### config.mk
export PLATFORM = sky130hd
export DESIGN_NAME = sort_9_drain
export DESIGN_NICKNAME = d
export VERILOG_FILES = /design/src/rtl/sort_9_drain.sv
export SDC_FILE = /design/constraint.sdc
export NUM_CORES = 1
export LEC_CHECK = 0
export ABC_AREA = 1
export BUFFER_PORTS_ARGS = -buffer_cell sky130_fd_sc_hd__buf_2
export CAP_MARGIN = 0
export CORE_MARGIN = 2
export CORE_UTILIZATION = 40
export CTS_CLUSTER_SIZE = 28
export DETAILED_ROUTE_END_ITERATION = 8
export PLACE_DENSITY = 0.63
export SLEW_MARGIN = 20
export SYNTH_ARGS = -nofsm -noshare
export SYNTH_HDL_FRONTEND = slang
export SYNTH_SLANG_ARGS = --single-unit
### constraint.sdc
create_clock -name clk -period 2.1 [get_ports clk]
set_clock_uncertainty 0.2 [all_clocks]
set_input_delay 0.21 -clock clk [delete_from_list [all_inputs] [get_ports clk]]
set_output_delay 0.21 -clock clk [all_outputs]
set_load 0.01 [all_outputs]
### src/rtl/sort_9_drain.sv
// -----------------------------------------------------------------------------
// sort_9_drain
//
// Output stage for the 9-input combinational sorter. A frame of nine sorted
// words is captured in one cycle and then streamed out smallest-first, one word
// per beat, on a valid/ready interface. The last beat of every frame is flagged
// and fully drained frames are counted. While a frame is being drained the
// capture side is back-pressured, except on the final beat, where a new frame
// may be loaded so that back-to-back frames run without a bubble.
//
// Optional feature (macro SORT_9_DRAIN_ORDER_CHECK_EN):
//   defined   - each captured frame is checked for ascending (unsigned) order;
//               any violation sets the sticky order_err flag until reset.
//   undefined - no comparators are built and order_err is tied low.
//
// Parameters:
//   W      data word width
//   CNT_W  width of the completed-frame counter (wraps modulo 2^CNT_W)
//
// Ports:
//   clk            rising-edge clock
//   rst_n          asynchronous active-low reset
//   in_valid       sort_0..sort_8 hold a frame to capture
//   in_ready       frame is captured this cycle if in_valid is high
//   sort_0..sort_8 sorted words from the sorter, sort_0 smallest
//   out_valid      out_data holds a valid beat
//   out_ready      downstream accepts the beat
//   out_data       current word of the frame
//   out_last       current beat is the ninth (final) word
//   frame_count    number of fully drained frames
//   order_err      sticky ordering error flag
// -----------------------------------------------------------------------------
module sort_9_drain #(
  parameter int W     = 32,
  parameter int CNT_W = 16
) (
  input  logic             clk,
  input  logic             rst_n,
  input  logic             in_valid,
  output logic             in_ready,
  input  logic [W-1:0]     sort_0,
  input  logic [W-1:0]     sort_1,
  input  logic [W-1:0]     sort_2,
  input  logic [W-1:0]     sort_3,
  input  logic [W-1:0]     sort_4,
  input  logic [W-1:0]     sort_5,
  input  logic [W-1:0]     sort_6,
  input  logic [W-1:0]     sort_7,
  input  logic [W-1:0]     sort_8,
  output logic             out_valid,
  input  logic             out_ready,
  output logic [W-1:0]     out_data,
  output logic             out_last,
  output logic [CNT_W-1:0] frame_count,
  output logic             order_err
);

  typedef enum logic {
    ST_IDLE  = 1'b0,
    ST_DRAIN = 1'b1
  } state_e;

  state_e           state_q, state_d;
  logic [3:0]       idx_q, idx_d;
  logic [W-1:0]     buf_q [9];
  logic [W-1:0]     buf_d [9];
  logic [CNT_W-1:0] cnt_q, cnt_d;

  logic [W-1:0]     sort_s [9];
  logic             beat_s;
  logic             last_beat_s;
  logic             capture_s;

  assign sort_s[0] = sort_0;
  assign sort_s[1] = sort_1;
  assign sort_s[2] = sort_2;
  assign sort_s[3] = sort_3;
  assign sort_s[4] = sort_4;
  assign sort_s[5] = sort_5;
  assign sort_s[6] = sort_6;
  assign sort_s[7] = sort_7;
  assign sort_s[8] = sort_8;

  // Handshake qualifiers. in_ready also opens on the last beat so the next
  // frame can be loaded in the same cycle the current one finishes.
  assign beat_s      = out_valid & out_ready;
  assign last_beat_s = beat_s & (idx_q == 4'd8);
  assign in_ready    = rst_n & ((state_q == ST_IDLE) | last_beat_s);
  assign capture_s   = in_valid & in_ready;

  // State, index, frame buffer and frame counter registers.
  always_ff @(posedge clk or negedge rst_n) begin
    if (!rst_n) begin
      state_q <= ST_IDLE;
      idx_q   <= 4'd0;
      cnt_q   <= '0;
      for (int i = 0; i < 9; i++) begin
        buf_q[i] <= '0;
      end
    end else begin
      state_q <= state_d;
      idx_q   <= idx_d;
      cnt_q   <= cnt_d;
      for (int i = 0; i < 9; i++) begin
        buf_q[i] <= buf_d[i];
      end
    end
  end

  // Next-state logic: a capture always (re)enters DRAIN, even on the last beat.
  always_comb begin
    state_d = state_q;
    case (state_q)
      ST_IDLE: begin
        if (capture_s) state_d = ST_DRAIN;
        else           state_d = ST_IDLE;
      end
      ST_DRAIN: begin
        if (last_beat_s && !capture_s) state_d = ST_IDLE;
        else                           state_d = ST_DRAIN;
      end
      default: state_d = ST_IDLE;
    endcase
  end

  // Datapath next values: capture wins over beat advance for idx.
  always_comb begin
    idx_d = idx_q;
    cnt_d = cnt_q;
    for (int i = 0; i < 9; i++) begin
      buf_d[i] = buf_q[i];
    end
    if (capture_s) begin
      idx_d = 4'd0;
      for (int i = 0; i < 9; i++) begin
        buf_d[i] = sort_s[i];
      end
    end else if (beat_s && (idx_q != 4'd8)) begin
      idx_d = idx_q + 4'd1;
    end else begin
      idx_d = idx_q;
    end
    if (last_beat_s) cnt_d = cnt_q + CNT_W'(1);
    else             cnt_d = cnt_q;
  end

  // Output decode, driven purely from registered state.
  always_comb begin
    out_valid   = 1'b0;
    out_data    = '0;
    out_last    = 1'b0;
    frame_count = cnt_q;
    if (state_q == ST_DRAIN) begin
      out_valid = 1'b1;
      out_data  = buf_q[idx_q];
      out_last  = (idx_q == 4'd8);
    end else begin
      out_valid = 1'b0;
      out_data  = '0;
      out_last  = 1'b0;
    end
  end

`ifdef SORT_9_DRAIN_ORDER_CHECK_EN
  logic err_q, err_d;

  // True when any adjacent pair of the frame is descending (unsigned).
  function automatic logic frame_out_of_order(input logic [W-1:0] w [9]);
    logic bad;
    bad = 1'b0;
    for (int i = 0; i < 8; i++) begin
      bad = bad | (w[i] > w[i+1]);
    end
    return bad;
  endfunction

  // Sticky error: set by an out-of-order capture, cleared only by reset.
  always_comb begin
    err_d = err_q | (capture_s & frame_out_of_order(sort_s));
  end

  // Error flag register.
  always_ff @(posedge clk or negedge rst_n) begin
    if (!rst_n) err_q <= 1'b0;
    else        err_q <= err_d;
  end

  assign order_err = err_q;
`else
  assign order_err = 1'b0;
`endif

endmodule
==> flow_summary.toml <==
[run_status]
outcome = "finished with violations"
violations = "setup timing"

[synthesis]
syn_area_um2 = 14900
synth_seq_area_share_pct = 51.8
netlist_instances = 1999
synth_cell_type_count = 27
async_reset_ff_share_pct = 100
ys.flop_type = "dfrtp_1"
syn_avg_cell_area_um2 = 7.47
synth_nets = 2294
yosys_warnings = 0
synth-seq-cells = 309
synth_edf_count = 0

[layout]
drive_gt1_share_pct = 22.8
area_growth_pct = 53.0
final_util_pct = 62.3
finalNetCount = 2951
layout_commonest_cell = "nand2_1"
layoutNonFillerInstCount = 3155
final_cell_mix = "740 x nand2_1, 336 x buf_2, 306 x dfrtp_1"

[setup_path]
rr_endpoint = "buf_q[14]"
start_kind = "register"
required_ps = 1690
cp.arrival_ps = 2220
endpoint_kind = "output pin"
worstSetupPathType = "reg -> out"
worstRegToRegCells = 12
rrSetupSlack_ps = -260
cp_max_fo = 19
r2r_start = "idx_q[0]"

[sta]
rsz0062_at_grt = "true"
maxSlewHeadroom_pct = 44.9
setup_viol = 322
period_minus_slack_ps = 2630
period_share_pct = 125
tightest_slew_ps = 826
max_freq_mhz = 380
finalMaxSlewViolations = 0
fin_ws_ps = -533
hold_viol_final = 0

[route]
drc = 0
drt_iter0_markers = 952
dr.pass1.iters = 7
num_vias = 15730
ant_nets = 0
routedWlPerCell_um = 17.5
routed_wirelength_um = 55300
viasPerCell = 4.99

[place]
dpl.cell_count = 2769
portBuffers = 342
dp_hpwl_um = 35000
place_congestion = 0.881

[power]
seq_power_share_pct = 31.0
leakage_nw = 11.6
ir_worst_vdd_mv = 0.708
powerDensity_nw_per_um2 = 1380
p_sw_mw = 12.8
switching_share_pct = 40.6
clock_power_share_pct = 20.0
comb_power_share_pct = 48.9
total_power_mw = 31.6
intPower_mw = 18.8

[clock_network]
clk_latency_ps = 510
path_clk_slew_ps = 60
cts_root_buffer = "clkbuf_16"
cts_tree = "done"
cts.path.max_buffers = 3
h-tree-depth = 2
cts.sinks = 309
cts-buffers-inserted = 37

[grt]
use_met2_pct = 48.4
grt_max_degree = 129
grt_pass1_wl_um = 85600
grtUsageMet1_pct = 35.2
grt-ovfl-total = 0
grt-busiest-layer = "met2"
antenna_found_initial = 7
grt_use_met3_pct = 3.84
grt_pass1_vias = 16045
grt_use_total_pct = 28.2

[floorplanning]
rows = 70
die_area_um2 = 38900
die_height_um = 197
num_io_pins = 344
core_um2 = 36700
start_util_pct = 40.7
die_x_um = 197

[hold_path]
hold_path.class = "in -> async"

[flow_run]
maxCapViolCount = 0
metrics by stage:
| stage | setup TNS, ps | area, um^2 | hold slack (ps) | worst slack, ps |
|---|---|---|---|---|
| after global routing | -97880 | 22900 | 243 | -608 |
| final | -63770 | 22900 | 210 | -533 |
| after global placement | -306 | 17800 | 148 | -57.8 |
| after detailed placement | -1220 | 17800 | 157 | -76.1 |
| after floorplan | 0 | 15000 | -286 | 18.9 |
| after CTS | -53270 | 22400 | 215 | -511 |
final cells by class:
type	instances	area [um^2]
diodes	6	15.0
clock buffers	53	1040
clock inverters	11	133
fillers	3026	13800
inverters	247	940
multi-input cells	1321	6160
flip-flops and latches	309	7740
well taps	468	586
repair buffers	740	6260
cell usage after synthesis, types with 4 or more instances:
cell / count / area share, %
xnor2_1: 6 / 0.35
nand2_1: 752 / 19
a21oi_1: 33 / 1.1
dfrtp_1: 309 / 52
inv_1: 243 / 6.1
clkbuf_1: 42 / 1.1
nand3_1: 202 / 6.8
buf_1: 9 / 0.23
o21ai_0: 35 / 1.2
xor2_1: 4 / 0.23
buf_4: 17 / 0.85
buf_2: 50 / 1.7
nor2_1: 82 / 2.1
o21ai_1: 193 / 6.5
cell families after synthesis:
logic type      synth area share, %
simple gates                   28.4
compound gates                 8.74
xor+xnor                      0.586
buf+inv                        10.3
other cells                  0.0251
fa+ha+maj                     0.251
flops                          51.8
repair_timing:
item	in CTS	in global routing
hold buffers	291	0
gates resized for setup	53	74
setup endpoints to repair	199	328
hold endpoints to repair	600	0
cloned	9	3
pin swaps	7	24
buffers inserted	7	8
critical path, stage by stage (launching register included):
cell,delay (ps)
dfrtp_4,500
buf_8,150
buf_12,160
buf_12,160
nand2_1,70
nand3_1,70
nand3_1,120
nand3_1,130
a21oi_2,190
buf_2,160
worst max path at each step:
stage,startpoint,end,slack (ps),cells past startpoint
after floorplan,idx_q[1],buf_q[13],20,13
after global placement,idx_q[0],out_data[11],-60,9
after detailed placement,idx_q[0],out_data[3],-80,6
after CTS,idx_q[1],out_data[25],-510,8
after global routing,idx_q[0],out_data[6],-610,8
final,idx_q[0],out_data[6],-530,9
metal layers:
metal  up-vias  routed length, um
li1       7503                  -
met3       169               2900
met4         4               2830
met1      7455              22200
met5         -                 28
met2       599              27300
flip-flops by register name, indices dropped and copies added, names as in the netlist:
name         count
frame_count     16
idx_q            4
buf_q          288
state_q          1
power groups by stage:
stage / clock network, mW / registers [mW] / logic, mW
floorplan: 0 / 9.53 / 8.15
global placement: 0 / 9.80 / 12.7
detailed placement: 0 / 9.88 / 13.0
CTS: 6.40 / 9.79 / 14.4
global route: 6.67 / 10.1 / 17.0
finish: 6.31 / 9.79 / 15.4
Note: power is estimated with default switching activity, not from simulation.
